## src/rtl/spi_host_driver.sv

```systemverilog
// rtl/spi_host_driver.sv - SPI mode-0 host master with start/finish run-control sequencer
`timescale 1ns/1ps
module spi_host_driver #(
    parameter int DATA_W    = 8,
    parameter int CLK_DIV   = 4,
    parameter int CS_GAP    = 2,
    parameter int START_LEN = 4
) (
    input  logic              clk,
    input  logic              reset,
    input  logic [DATA_W-1:0] tx_data,
    input  logic              tx_valid,
    input  logic              tx_last,
    output logic              tx_ready,
    output logic [DATA_W-1:0] rx_data,
    output logic              rx_valid,
    input  logic              go,
    output logic              busy,
    output logic              done,
    output logic              MOSI,
    input  logic              MISO,
    output logic              SCK,
    output logic              nSS,
    output logic              start_sign,
    input  logic              finish_sign
);

    localparam int CNT_MAX = (CLK_DIV > CS_GAP) ? CLK_DIV : CS_GAP;
    localparam int CNT_W   = $clog2(CNT_MAX + 1);
    localparam int BIT_W   = $clog2(DATA_W);
    localparam int START_W = $clog2(START_LEN + 1);

    typedef enum logic [2:0] {IDLE, SETUP, SHIFT, NEXT, GAP} state_t;

    state_t              state, state_nx;
    logic [CNT_W-1:0]    div_cnt;
    logic [BIT_W-1:0]    bit_cnt;
    logic [DATA_W-1:0]   tx_sh;
    logic [DATA_W-1:0]   rx_sh;
    logic                last_q;
    logic                armed;
    logic                word_end;
    logic                accept;
    logic                div_end;
    logic                gap_end;
    logic                bit_end;
    logic [START_W-1:0]  start_cnt;
    logic                fin_s1, fin_s2, fin_s3;

    assign div_end = (div_cnt == CNT_W'(CLK_DIV - 1));
    assign gap_end = (div_cnt == CNT_W'(CS_GAP - 1));
    assign bit_end = (bit_cnt == BIT_W'(DATA_W - 1));
    assign busy    = (state != IDLE);

    // SPI FSM state register
    always_ff @(posedge clk or negedge reset) begin
        if (!reset) state <= IDLE;
        else        state <= state_nx;
    end

    // Next-state decode plus the tx handshake; armed keeps tx_ready low until the first clock after reset
    always_comb begin
        state_nx = state;
        tx_ready = 1'b0;
        accept   = 1'b0;
        case (state)
            IDLE: begin
                tx_ready = armed;
                if (armed && tx_valid) begin
                    accept   = 1'b1;
                    state_nx = SETUP;
                end
            end
            SETUP: if (div_end) state_nx = SHIFT;
            SHIFT: if (!SCK && div_end && bit_end) state_nx = NEXT;
            NEXT: begin
                if (last_q) begin
                    state_nx = GAP;
                end else begin
                    tx_ready = 1'b1;
                    if (tx_valid) begin
                        accept   = 1'b1;
                        state_nx = SETUP;
                    end
                end
            end
            GAP:     if (gap_end) state_nx = IDLE;
            default: state_nx = IDLE;
        endcase
    end

    // Shift datapath: SCK/MOSI/nSS generation, MISO capture, and a one-cycle-late rx_valid pulse
    always_ff @(posedge clk or negedge reset) begin
        if (!reset) begin
            div_cnt  <= '0;
            bit_cnt  <= '0;
            tx_sh    <= '0;
            rx_sh    <= '0;
            rx_data  <= '0;
            rx_valid <= 1'b0;
            word_end <= 1'b0;
            last_q   <= 1'b0;
            armed    <= 1'b0;
            SCK      <= 1'b0;
            MOSI     <= 1'b0;
            nSS      <= 1'b1;
        end else begin
            armed    <= 1'b1;
            rx_valid <= word_end;
            word_end <= 1'b0;
            if (word_end) rx_data <= rx_sh;
            if (accept) begin
                tx_sh   <= tx_data;
                MOSI    <= tx_data[DATA_W-1];
                last_q  <= tx_last;
                nSS     <= 1'b0;
                div_cnt <= '0;
                bit_cnt <= '0;
            end else begin
                case (state)
                    SETUP: begin
                        if (div_end) begin
                            div_cnt <= '0;
                            SCK     <= 1'b1;
                        end else begin
                            div_cnt <= div_cnt + 1'b1;
                        end
                    end
                    SHIFT: begin
                        if (!div_end) begin
                            div_cnt <= div_cnt + 1'b1;
                        end else if (SCK) begin
                            div_cnt <= '0;
                            SCK     <= 1'b0;
                            rx_sh   <= {rx_sh[DATA_W-2:0], MISO};
                            tx_sh   <= tx_sh << 1;
                            MOSI    <= tx_sh[DATA_W-2];
                        end else begin
                            div_cnt <= '0;
                            if (bit_end) begin
                                bit_cnt  <= '0;
                                word_end <= 1'b1;
                            end else begin
                                bit_cnt <= bit_cnt + 1'b1;
                                SCK     <= 1'b1;
                            end
                        end
                    end
                    NEXT: begin
                        div_cnt <= '0;
                        if (last_q) nSS <= 1'b1;
                    end
                    GAP:     div_cnt <= div_cnt + 1'b1;
                    default: div_cnt <= '0;
                endcase
            end
        end
    end

    // start_sign pulse generator; go is ignored while a pulse is already running
    always_ff @(posedge clk or negedge reset) begin
        if (!reset) begin
            start_sign <= 1'b0;
            start_cnt  <= '0;
        end else if (go && !start_sign) begin
            start_sign <= 1'b1;
            start_cnt  <= START_W'(START_LEN - 1);
        end else if (start_sign) begin
            if (start_cnt == '0) start_sign <= 1'b0;
            else                 start_cnt  <= start_cnt - 1'b1;
        end
    end

    // finish_sign synchronizer and rising-edge detect
    always_ff @(posedge clk or negedge reset) begin
        if (!reset) begin
            fin_s1 <= 1'b0;
            fin_s2 <= 1'b0;
            fin_s3 <= 1'b0;
            done   <= 1'b0;
        end else begin
            fin_s1 <= finish_sign;
            fin_s2 <= fin_s1;
            fin_s3 <= fin_s2;
            done   <= fin_s2 & ~fin_s3;
        end
    end

endmodule
```

## config.mk

```make
export PLATFORM = sky130hd
export DESIGN_NAME = spi_host_driver
export DESIGN_NICKNAME = d
export VERILOG_FILES = /design/src/rtl/spi_host_driver.sv
export SDC_FILE = /design/constraint.sdc
export NUM_CORES = 1
export LEC_CHECK = 0
export CORE_AREA = 2 2 65 67
export DETAILED_ROUTE_END_ITERATION = 6
export DIE_AREA = 0 0 67 69
export PLACE_DENSITY = 0.82
export SYNTH_ARGS = -nofsm -noshare
export SYNTH_HDL_FRONTEND = slang
export SYNTH_SLANG_ARGS = --single-unit
```

## constraint.sdc

```tcl
create_clock -name clk -period 3.7 [get_ports clk]
set_input_delay 0.74 -clock clk [delete_from_list [all_inputs] [get_ports clk]]
set_output_delay 0.74 -clock clk [all_outputs]
set_load 0.01 [all_outputs]
```

### Word level (Yosys, flattened, before mapping)

Index checks and enable logic that the tools add are counted.
Widths: inputs -> output; s select.

* register bits: 47
* bits of input ports: 15
* output and inout port bits: 16

* add/subtract/negate cells: 3
* equal/unequal tests: 15
* multiplexer cells: 48
* bitwise operators: 3
* reduce and logical (&&, ||, !) cells: 24

Operators with widths (number)
* $mux 3: 16
* $mux 7: 4
* $mux 1: 23
* $pmux 3 s5: 1
* $reduce_bool 2->1: 7
* $ne 2x2->1 const B: 6
* $eq 3x2->1 const B: 3
* $reduce_and 4->1: 2
* $add 3x1->3 const B: 2
* $eq 3x1->1 const B: 2
* $eq 3x3->1 const B: 2
* $logic_not 3->1: 2
* $pmux 1 s2: 3
* $pmux 3 s2: 1
* $reduce_and 3->1: 2
* $reduce_and 5->1: 1
* $logic_and 1x1->1: 4
* $reduce_and 2->1: 2
* $ne 3x3->1 const B: 1
* $reduce_bool 3->1: 1
* $sub 3x1->3 const B: 1
* $logic_not 1->1: 2
* $ne 2x1->1 const B: 1
* $not 1->1: 2
* other kinds (2): 2

### Logic depth before layout (Yosys ltp)

Gate-level depths: netlist of the first run.

* depth in word-level cells: 6
* mapped depth: 6
* depth with buffers taken out: 5

### Least setup slack after synthesis of the first run

No wires, ideal clock.

* path kind: register -> output
* start point: register state[1]
* end point: output tx_ready
* data arrival time: 1.164 ns
* required time: 2.960 ns
* slack: 1.796 ns
* cell stages (with the launch flop): 4
* buffers on the path: 1
* cell sequence: dfrtp_1 > or3b_1 > buf_6 > a21oi_1

* cells in the longest elaborated chain, start to end: 2
* elaborated cells between the ends (all ways): 3

RTL lines
* start: declaration: line 35 `state_t state, state_nx;`
* start signal: assignment: line 58 `else state <= state_nx;`
* $eq 3x2->1 or $logic_not 3->1 (tied branches): line 66 `case (state)`
* $pmux 1 s2 (*): line 66
* end: declaration: line 14 `output logic tx_ready,`

Every way passes the cells marked *; elsewhere a longest branch is shown, timed or not.

### Worst setup path after layout of the first run

Same ends and word-level chain as after synthesis.

==> results of run 1 <==
## area by class of cell
type,count,area [µm²],share of cell area [%]
tap,50,62.6,2.43
clock inverter,1,7.51,0.292
inverter,11,41.3,1.61
timing repair buffer,30,295,11.5
multi-input combinational,117,890,34.6
clock buffer,7,96.3,3.75
sequential,47,1180,45.8
## worst max-delay path: cells and delay by family, from the launching register on
kind | cells | cell delay [ns]
buffers and inverters | 1 | 0.57
and+or+nand+nor | 1 | 0.60
AOI/OAI and AO/OA | 1 | 0.26
DFF | 1 | 0.54
## state kept, by name, summed over array words and instances (netlist names), 3 cells and up
register   count
tx_sh          7
div_cnt        3
rx_data        8
state          3
start_cnt      3
rx_sh          8
bit_cnt        3
## stage by stage
| stage | instances | util, % | worst slack, ns | total power [mW] |
|---|---|---|---|---|
| floorplan | 187 | - | 1.80 | 1.08 |
| global placement | 255 | 63.0 | 1.09 | 1.20 |
| detailed placement | 255 | 63.0 | 1.05 | 1.23 |
| CTS | 263 | 65.7 | 0.706 | 1.56 |
| global route | 263 | 65.7 | 0.601 | 1.66 |
| finish | 263 | 65.7 | 0.698 | 1.55 |
## cells in the mapped netlist (2+ instances only)
cell type  number
or2_2           2
buf_2           2
a211oi_1        7
o32ai_1         2
mux2_2         18
o21ai_0        12
xnor2_1         2
inv_1          11
nor2b_1         4
a21oi_1        10
nand2_1         2
nand2b_1        3
ha_1            9
dfrtp_1        46
clkbuf_1        8
buf_6           2
nand3b_1        2
a21o_1          2
nand3_1        10
a31oi_1         7
nor2_1          6
## worst paths after layout
check,cells after the start,slack (ns),from,end
setup reg to reg,5,1.62,div_cnt[0],bit_cnt[0]
hold / removal,0,0.34,fin_s1,fin_s2
setup / recovery,3,0.70,state[1],tx_ready
max in group asynchronous,1,2.47,reset,tx_sh[1]
min in group asynchronous,1,0.61,reset,MOSI
hold reg to reg,0,0.34,fin_s1,fin_s2
## logic make-up (layout without fill, tap and decap cells)
logic type,Yosys count,in the layout
flops,47,47
other cells,1,1
fa+ha+maj,9,9
compound gates,48,48
mux,19,19
xor+xnor,2,2
simple gates,38,38
buf+inv,23,49
## layout by cell type (no fill, tap or decap), types with 2 or more instances in the layout
| cell | synthesis | routed |
|---|---|---|
| dfrtp_1 | 46 | 46 |
| clkdlybuf4s50_1 | 0 | 29 |
| mux2_2 | 18 | 18 |
| o21ai_0 | 12 | 12 |
| inv_1 | 11 | 11 |
| a21oi_1 | 10 | 10 |
| nand3_1 | 10 | 10 |
| ha_1 | 9 | 9 |
| a211oi_1 | 7 | 7 |
| a31oi_1 | 7 | 7 |
| clkbuf_8 | 0 | 7 |
| nor2_1 | 6 | 6 |
| nor2b_1 | 4 | 4 |
| nand2b_1 | 3 | 3 |
| nand3b_1 | 2 | 2 |
| xnor2_1 | 2 | 2 |
| o32ai_1 | 2 | 2 |
| or2_2 | 2 | 2 |
| nand2_1 | 2 | 2 |
| a21o_1 | 2 | 2 |
## report_power, final
part           total (mW)  internal [mW]  switching [mW]
clock               0.332          0.170           0.162
sequential          0.741          0.620           0.122
combinational       0.476          0.249           0.227
total                1.55           1.04           0.511
## metal layers
metal  GRT usage (%)  share of wire [%]
met5               0                  0
met1            26.4                 47
met3            4.57                4.6
met2            27.1                 47
met4            6.12                1.6
==> out/qor.yml, run 1 <==
status: "completed"
first_global_vias: 1412
timing.final.crit_share_pct: 81.1
syn_area_mm2: 0.00217
holdWs_ns: 0.345
ys.flop_type: "dfrtp_1"
fmax_ghz: 0.333
place_hpwl_um: 2640
syn_nets: 211
drt_pass1_iterations: 4
clock_skew_ns: 0.00945
antenna-diode-count: 0
nNetsFinal: 236
grt_max_degree: 48
place_area_mm2: 0.00247
setup_viol: 0
area_delta_synth_final_pct: 18.4
track_usage_pct: 18.4
postSynth.asyncResetShare_pct: 100
leakagePower_nw: 1.13
synth_top_family_by_area: "compound AO/OA/AOI/OAI gates"
setup-tns-final_ns: 0
hold_viol: 0
clockBufferDepth: 2
synthCells: 187
post_cts_buffers: 0
yosys_warnings: 0
drc: 0
grt_pass1_wl_um: 6560
slew_viol_final: 0
vias_per_cell: 5.59
core_area_mm2: 0.00391
cts_root_buffer: "clkbuf_8"
floorplan.initialDensity_pct: 55.5
io_buffers: 30
synth_seq_area_share_pct: 54.2
post_cts_resized: 0
cts_tree: "built"
cts_buffers: 5
slew-limit-headroom_pct: 33.3
final_area_mm2: 0.00257
die_y_um: 69
synthSimpleGateAreaFrac_pct: 10.5
syn_area_per_cell_um2: 11.6
vias: 1470
drt-wirelength-per-cell_um: 14.3
ioPinCount: 31
drt-initial-drc-count: 54
synth_mux_area_share_pct: 9.80
hp-class: "reg -> reg"
ant_nets: 0
ir_drop_mv: 0.271
path_max_fanout: 16
antenna_found_initial: 0
powerDensity_mw_per_mm2: 603
cts_max_level: 2
netlist_top_cells_area: "dfrtp_1 (53%), mux2_2 (9.3%), ha_1 (5.2%), o21ai_0 (2.8%), a211oi_1 (2.4%)"
post_synth_xor_area_fraction_pct: 0.807
finalWirelength_um: 3770
numClockSinks: 47
drive_above_1_share_pct: 16.0
required_ns: 2.96
crit_chain: "or3b_1, a21oi_1, clkdlybuf4s50_1"
synth-seq-cells: 47
fin_crit_ns: 3.00
synth_adder_area_share_pct: 5.19
synth_compound_area_share_pct: 14.5
rsz0062_at_grt: "no"
dieWidth_um: 67
critPathArrivalTime_ns: 2.26
rows: 23
n_fill_cell: 302
maxCapViolCount: 0
cts_hold_buffers: 0
end_kind: "output port"
synth.distinct_cells: 41
cpPeakStageDelay_ns: 0.60
synth_top_cell_by_area: "dfrtp_1"
die_area_mm2: 0.00462
globalplace.congestion: 0.866
synth_edf_count: 0
startpoint_type: "register"
synth_top_area_share_pct: 53.0
clk_pin_slew_ns: 0.09
path_class: "reg -> out"
worstSkewPairLatency_ns: 0.30
crit_path_top_delay_cell: "or3b_1"
grt_overflow_total: 0
max_slew.worst_pin.slew_ns: 1.00
No activity file was read; power rests on OpenSTA's default activity.
==> inputs of run 2 (changes only) <==
Settings changed: CORE_AREA 2 2 65 67 to 2 2 67 69, DIE_AREA 0 0 67 69 to 0 0 69 71, PLACE_DENSITY 0.82 to 0.78.
Clock period 3.7 ns to 3.15 ns, I/O delays scaled along.
==> out/qor.yml, run 2 (synthesis gave the netlist of run 1 again) <==
status: "completed"
cts_hold_buffers: 0  # unchanged
clock_skew_ns: 0.00762  # -0.00183 ns
hp-class: "reg -> reg"
track_usage_pct: 17.8  # -0.56 points
hold_viol: 0  # unchanged
final_cell_mix: "dfrtp_1 (46), clkdlybuf4s50_1 (29), mux2_2 (18)"
post_cts_buffers: 0  # unchanged
clk_pin_slew_ns: 0.08  # about the same
fin_crit_ns: 2.82
crit_chain: "or3b_1, a21oi_1, clkdlybuf4s50_1"
rows: 24  # +4.3%
reg2reg_from: "div_cnt[0]"
ant_nets: 0  # unchanged
drt-wirelength-per-cell_um: 14.5  # +1.5%
cts_root_buffer: "clkbuf_8"
cts_buffers: 5  # unchanged
cp.depth: 3  # unchanged
leakagePower_nw: 1.14  # +0.54%
mostFrequentLayoutCell: "dfrtp_1"
antenna_found_initial: 0  # unchanged
powerDensity_mw_per_mm2: 720  # +19%
dieWidth_um: 69  # +3.0%
grt_max_degree: 48  # unchanged
required_ns: 2.52  # -0.44 ns
slew_viol_final: 0  # unchanged
numClockSinks: 47  # unchanged
drive_above_1_share_pct: 15.5  # -0.47 points
area_delta_synth_final_pct: 18.8
die_area_mm2: 0.00490  # +6.0%
globalplace.congestion: 0.844  # -2.5%
rsz0062_at_grt: "no"
grt_pass1_wl_um: 6940  # +5.9%
rr_endpoint: "bit_cnt[0]"
finalWirelength_um: 3850  # +2.3%
vias_per_cell: 5.74  # +2.7%
drt_pass1_iterations: 6  # +2
crit_start: "state[0]"
top_regs: "rx_data (8), rx_sh (8), tx_sh (7)"
grt_overflow_total: 0  # unchanged
finish.utilization_pct: 61.3  # -4.3 points
core_area_mm2: 0.00420  # +7.4%
cts_tree: "built"
reg2regPathDepth: 5  # unchanged
cp_top_family: "simple AND/OR/NAND/NOR gates"
setup_viol: 0  # unchanged
first_global_vias: 1569  # +11%
floorplan.initialDensity_pct: 51.6  # -3.8 points
dp_cells: 258  # +1.2%
startpoint_type: "register"
ioPinCount: 31  # unchanged
place_hpwl_um: 2620  # -0.70%
slew-limit-headroom_pct: 32.9  # -0.44 points
drc: 0  # unchanged
timing.final.crit_share_pct: 89.5
worstHoldPathCells: 0  # unchanged
end_kind: "output port"
critPathArrivalTime_ns: 2.19  # -0.07 ns
hold_path.startpoint: "fin_s1"
antenna-diode-count: 0  # unchanged
cts_max_level: 2  # unchanged
setup-tns-final_ns: 0  # unchanged
drt-initial-drc-count: 102  # +89%
max_slew.worst_pin.slew_ns: 1.01  # +0.00660 ns
endpoint: "tx_ready"
ir_drop_mv: 0.469  # +73%
fmax_ghz: 0.355
post_cts_resized: 0  # unchanged
vias: 1521  # +3.5%
io_buffers: 30  # unchanged
crit_path_top_delay_cell: "or3b_1"
worstSkewPairLatency_ns: 0.30  # about the same
clockBufferDepth: 2  # unchanged
p_total_mw: 1.86  # +20%
final_area_mm2: 0.00258  # +0.34%
nNetsFinal: 237  # +0.42%
die_y_um: 71  # +2.9%
path_max_fanout: 15  # -1
path_buf_inv: 1  # unchanged
path_class: "reg -> out"
stdcell_count: 265  # +0.76%
rrSetupSlack_ns: 1.12  # -0.50 ns
place_area_mm2: 0.00248  # +0.41%
cpPeakStageDelay_ns: 0.58  # -0.02 ns
maxCapViolCount: 0  # unchanged
[run 2: changes by cell type in the layout (fill, tap and decap cells not counted)]
cell	previous run	this run
clkbuf_1	0	1
clkbuf_8	7	5
bufinv_16	0	1
buf_4	0	1
clkinvlp_4	1	0
[run 2: metrics by stage]
| stage | hold slack [ns] | worst slack (ns) |
|---|---|---|
| after floorplan | 0.331 | 1.32 |
| after global placement | 0.338 | 0.685 |
| after detailed placement | 0.338 | 0.662 |
| after CTS | 0.356 | 0.316 |
| after global routing | 0.384 | 0.170 |
| final | 0.353 | 0.330 |
[run 2: metal layers]
| metal | vias to the layer above | routed length (µm) | track usage (%) |
|---|---|---|---|
| met5 | - | 0 | 0 |
| li1 | 714 | - | - |
| met3 | 20 | 176 | 4.70 |
| met4 | 0 | 141 | 10.9 |
| met1 | 740 | 1730 | 21.9 |
| met2 | 47 | 1810 | 28.2 |
[run 2: where the power goes]
part	leakage, nW	switching [mW]	internal, mW
Sequential	0.594	0.123	0.728
Combinational	0.493	0.289	0.300
Clock	0.0513	0.184	0.232
Total	1.14	0.595	1.26
[run 2: worst min-delay path by stage]
stage / to
after floorplan: MOSI
after global placement: fin_s2
after detailed placement: fin_s2
after CTS: fin_s2
after global routing: fin_s2
final: fin_s2
[run 2: layout make-up]
class,count,area (µm²)
timing repair buffer,31,303
multi-input combinational,117,890
clock buffer,6,72.6
clock inverter,1,30.0
inverter,11,41.3
fill,350,1630
tap,52,65.1
sequential,47,1180
==> patch (settings of run 2) <==
`DATA_W`: 8 -> 4.
--- a/src/rtl/spi_host_driver.sv
+++ b/src/rtl/spi_host_driver.sv
@@ -1,7 +1,7 @@
 // rtl/spi_host_driver.sv - SPI mode-0 host master with start/finish run-control sequencer
 `timescale 1ns/1ps
 module spi_host_driver #(
-    parameter int DATA_W    = 8,
+    parameter int DATA_W    = 4,
     parameter int CLK_DIV   = 4,
     parameter int CS_GAP    = 2,
     parameter int START_LEN = 4
Ports: changed (resized rx_data and tx_data); port bits go from 31 to 23. The function was not compared with the original's and may differ.
==> patch against run 2 <==
  * Clock power shrank 20%
  * Hold slack hardly changed
  * Synthesized area fell by 26%
  * Sequential cell count fell by 13
  * Wire length is 31% lower
  * Cell area down 24%
  * Worst setup slack improved by 370 ps
  * Die area unchanged
  * Total power fell by 16%
  * Synthesized cell count decreased by 24%
  * Global-route usage shrank 5.4 points
  * Largest cell class unchanged
  * Largest power group unchanged
  * Highest routed layer unchanged
==> patch: results (changes against run 2) <==
- Met2 GRT Util: 18.9% (was 28.2%)
- Largest net degree at the start of global routing: 35 (was 48)
- Wire per inst: 12.1 microns (was 14.5 microns)
- Post-synth ARST share: 100% (unchanged)
- Final nets: 187 (was 237)
- Layout cells sized above 1: 15.4% (was 15.5%)
- Synth top area cells: dfrtp_1 (52%), mux2_2 (7.0%), ha_1 (6.3%) (was dfrtp_1 (53%), mux2_2 (9.3%), ha_1 (5.2%))
- Met1 Use GR: 15.7% (was 21.9%)
- Worst Path Arrival: 1820 ps (was 2190 ps)
- Number of port buffers: 22 (was 30)
- Cell family with most CP delay: flip-flops (was simple AND/OR/NAND/NOR gates)
- Total placed instance area: 0.00186 sq mm (was 0.00248 sq mm)
- Pre-antenna DRT Iters: 4 (was 6)
- Outcome: finished clean (unchanged)
- Worst-Skew Late Latency: 280 ps (was 300 ps)
- Post-DP HPWL: 1.94 mm (was 2.62 mm)
- Fin cells: 221 (was 265)
- Yosys cell types: 35 (was 41)
- Global-route wire length before repair: 4.71 mm (was 6.94 mm)
- Biggest regs: rx_data (4), rx_sh (4) (was rx_data (8), rx_sh (8), tx_sh (7))
- Inst Count DP: 213 (was 258)
- Worst Clk Skew: 3.37 ps (was 7.62 ps)
- Avg Inst Size Synth: 11.3 sq um (was 11.6 sq um)
- Top post-synthesis cells by count: dfrtp_1 (33), nand2_1 (14), nor2_1 (12), mux2_2 (10), inv_1 (9) (was dfrtp_1 (46), mux2_2 (18), o21ai_0 (12), inv_1 (11))
- Cell leakage power: 0.889 nW (was 1.14 nW)
- Seq/Total Area, Yosys: 53.3% (was 54.2%)
- Slowest stage delay, CP: 630 ps (was 580 ps)
- Vias in the first global route: 1,023 (was 1,569)
- Via count: 1,056 (was 1,521)
- Drt initial violations: 82 (was 102)
- Maximum VDD drop: 0.289 mV (was 0.469 mV)
[patch: cell count changes in the layout (fill, tap and decap cells not counted), sizes merged, moves of 4 or more]
cell,run 2,this run
dfrtp,46,33
nand2,3,14
mux2,18,10
clkdlybuf4s50,29,22
a211oi,7,1
a21oi,11,5
a31oi,7,1
nor2,6,12
nand3,10,5
mux2i,1,5
o21ai,12,8
[patch: path summary, 6_finish.rpt]
kind / endpoint / slack [ps] / depth (start not counted)
setup / recovery: tx_ready / 700 / 4
hold / removal: fin_s2 / 350 / 0
setup reg to reg: state[0] / 1320 / 6
hold reg to reg: fin_s2 / 350 / 0
max in group asynchronous: nSS / 2080 / 2
min in group asynchronous: last_q / 750 / 2
[patch: logic make-up after synthesis]
| kind of cell | count (synthesis) | share of synthesized area, % |
|---|---|---|
| AO/OA/AOI/OAI | 22 | 8.93 |
| XOR/XNOR | 1 | 0.548 |
| adder cells (fa/ha/maj) | 8 | 6.26 |
| buffers and inverters | 13 | 4.31 |
| flip-flops | 34 | 53.3 |
| multiplexers | 15 | 10.2 |
| other | 1 | 0.235 |
| AND/OR/NAND/NOR | 48 | 16.2 |
[patch: layer usage]
layer	share of wire (%)	wire length, microns
met5	0	0
met4	1.3	34
met3	4.2	112
met2	48	1280
met1	47	1250
[patch: through the flow]
step	utilization (%)	worst slack, ps
final	46.4	698
after global routing	46.4	614
after CTS	46.4	698
after detailed placement	44.1	1010
after global placement	44.1	1030
after floorplan	-	1470
[patch: power by group]
| group | switching, W | internal, W | total, W | leakage [nW] |
|---|---|---|---|---|
| registers | 0.000139 | 0.000562 | 0.000701 | 0.425 |
| clock network | 0.000156 | 0.000175 | 0.000331 | 0.0472 |
| logic | 0.000237 | 0.000285 | 0.000522 | 0.416 |
[patch: area by class of cell]
| class | instances | area (sq um) | area share [%] |
|---|---|---|---|
| clock buffer | 6 | 82.6 | 4.23 |
| clock inverter | 2 | 12.5 | 0.641 |
| inverter | 9 | 33.8 | 1.73 |
| multi-input combinational | 95 | 677 | 34.7 |
| sequential | 34 | 852 | 43.7 |
| tap | 52 | 65.1 | 3.34 |
| timing repair buffer | 23 | 228 | 11.7 |
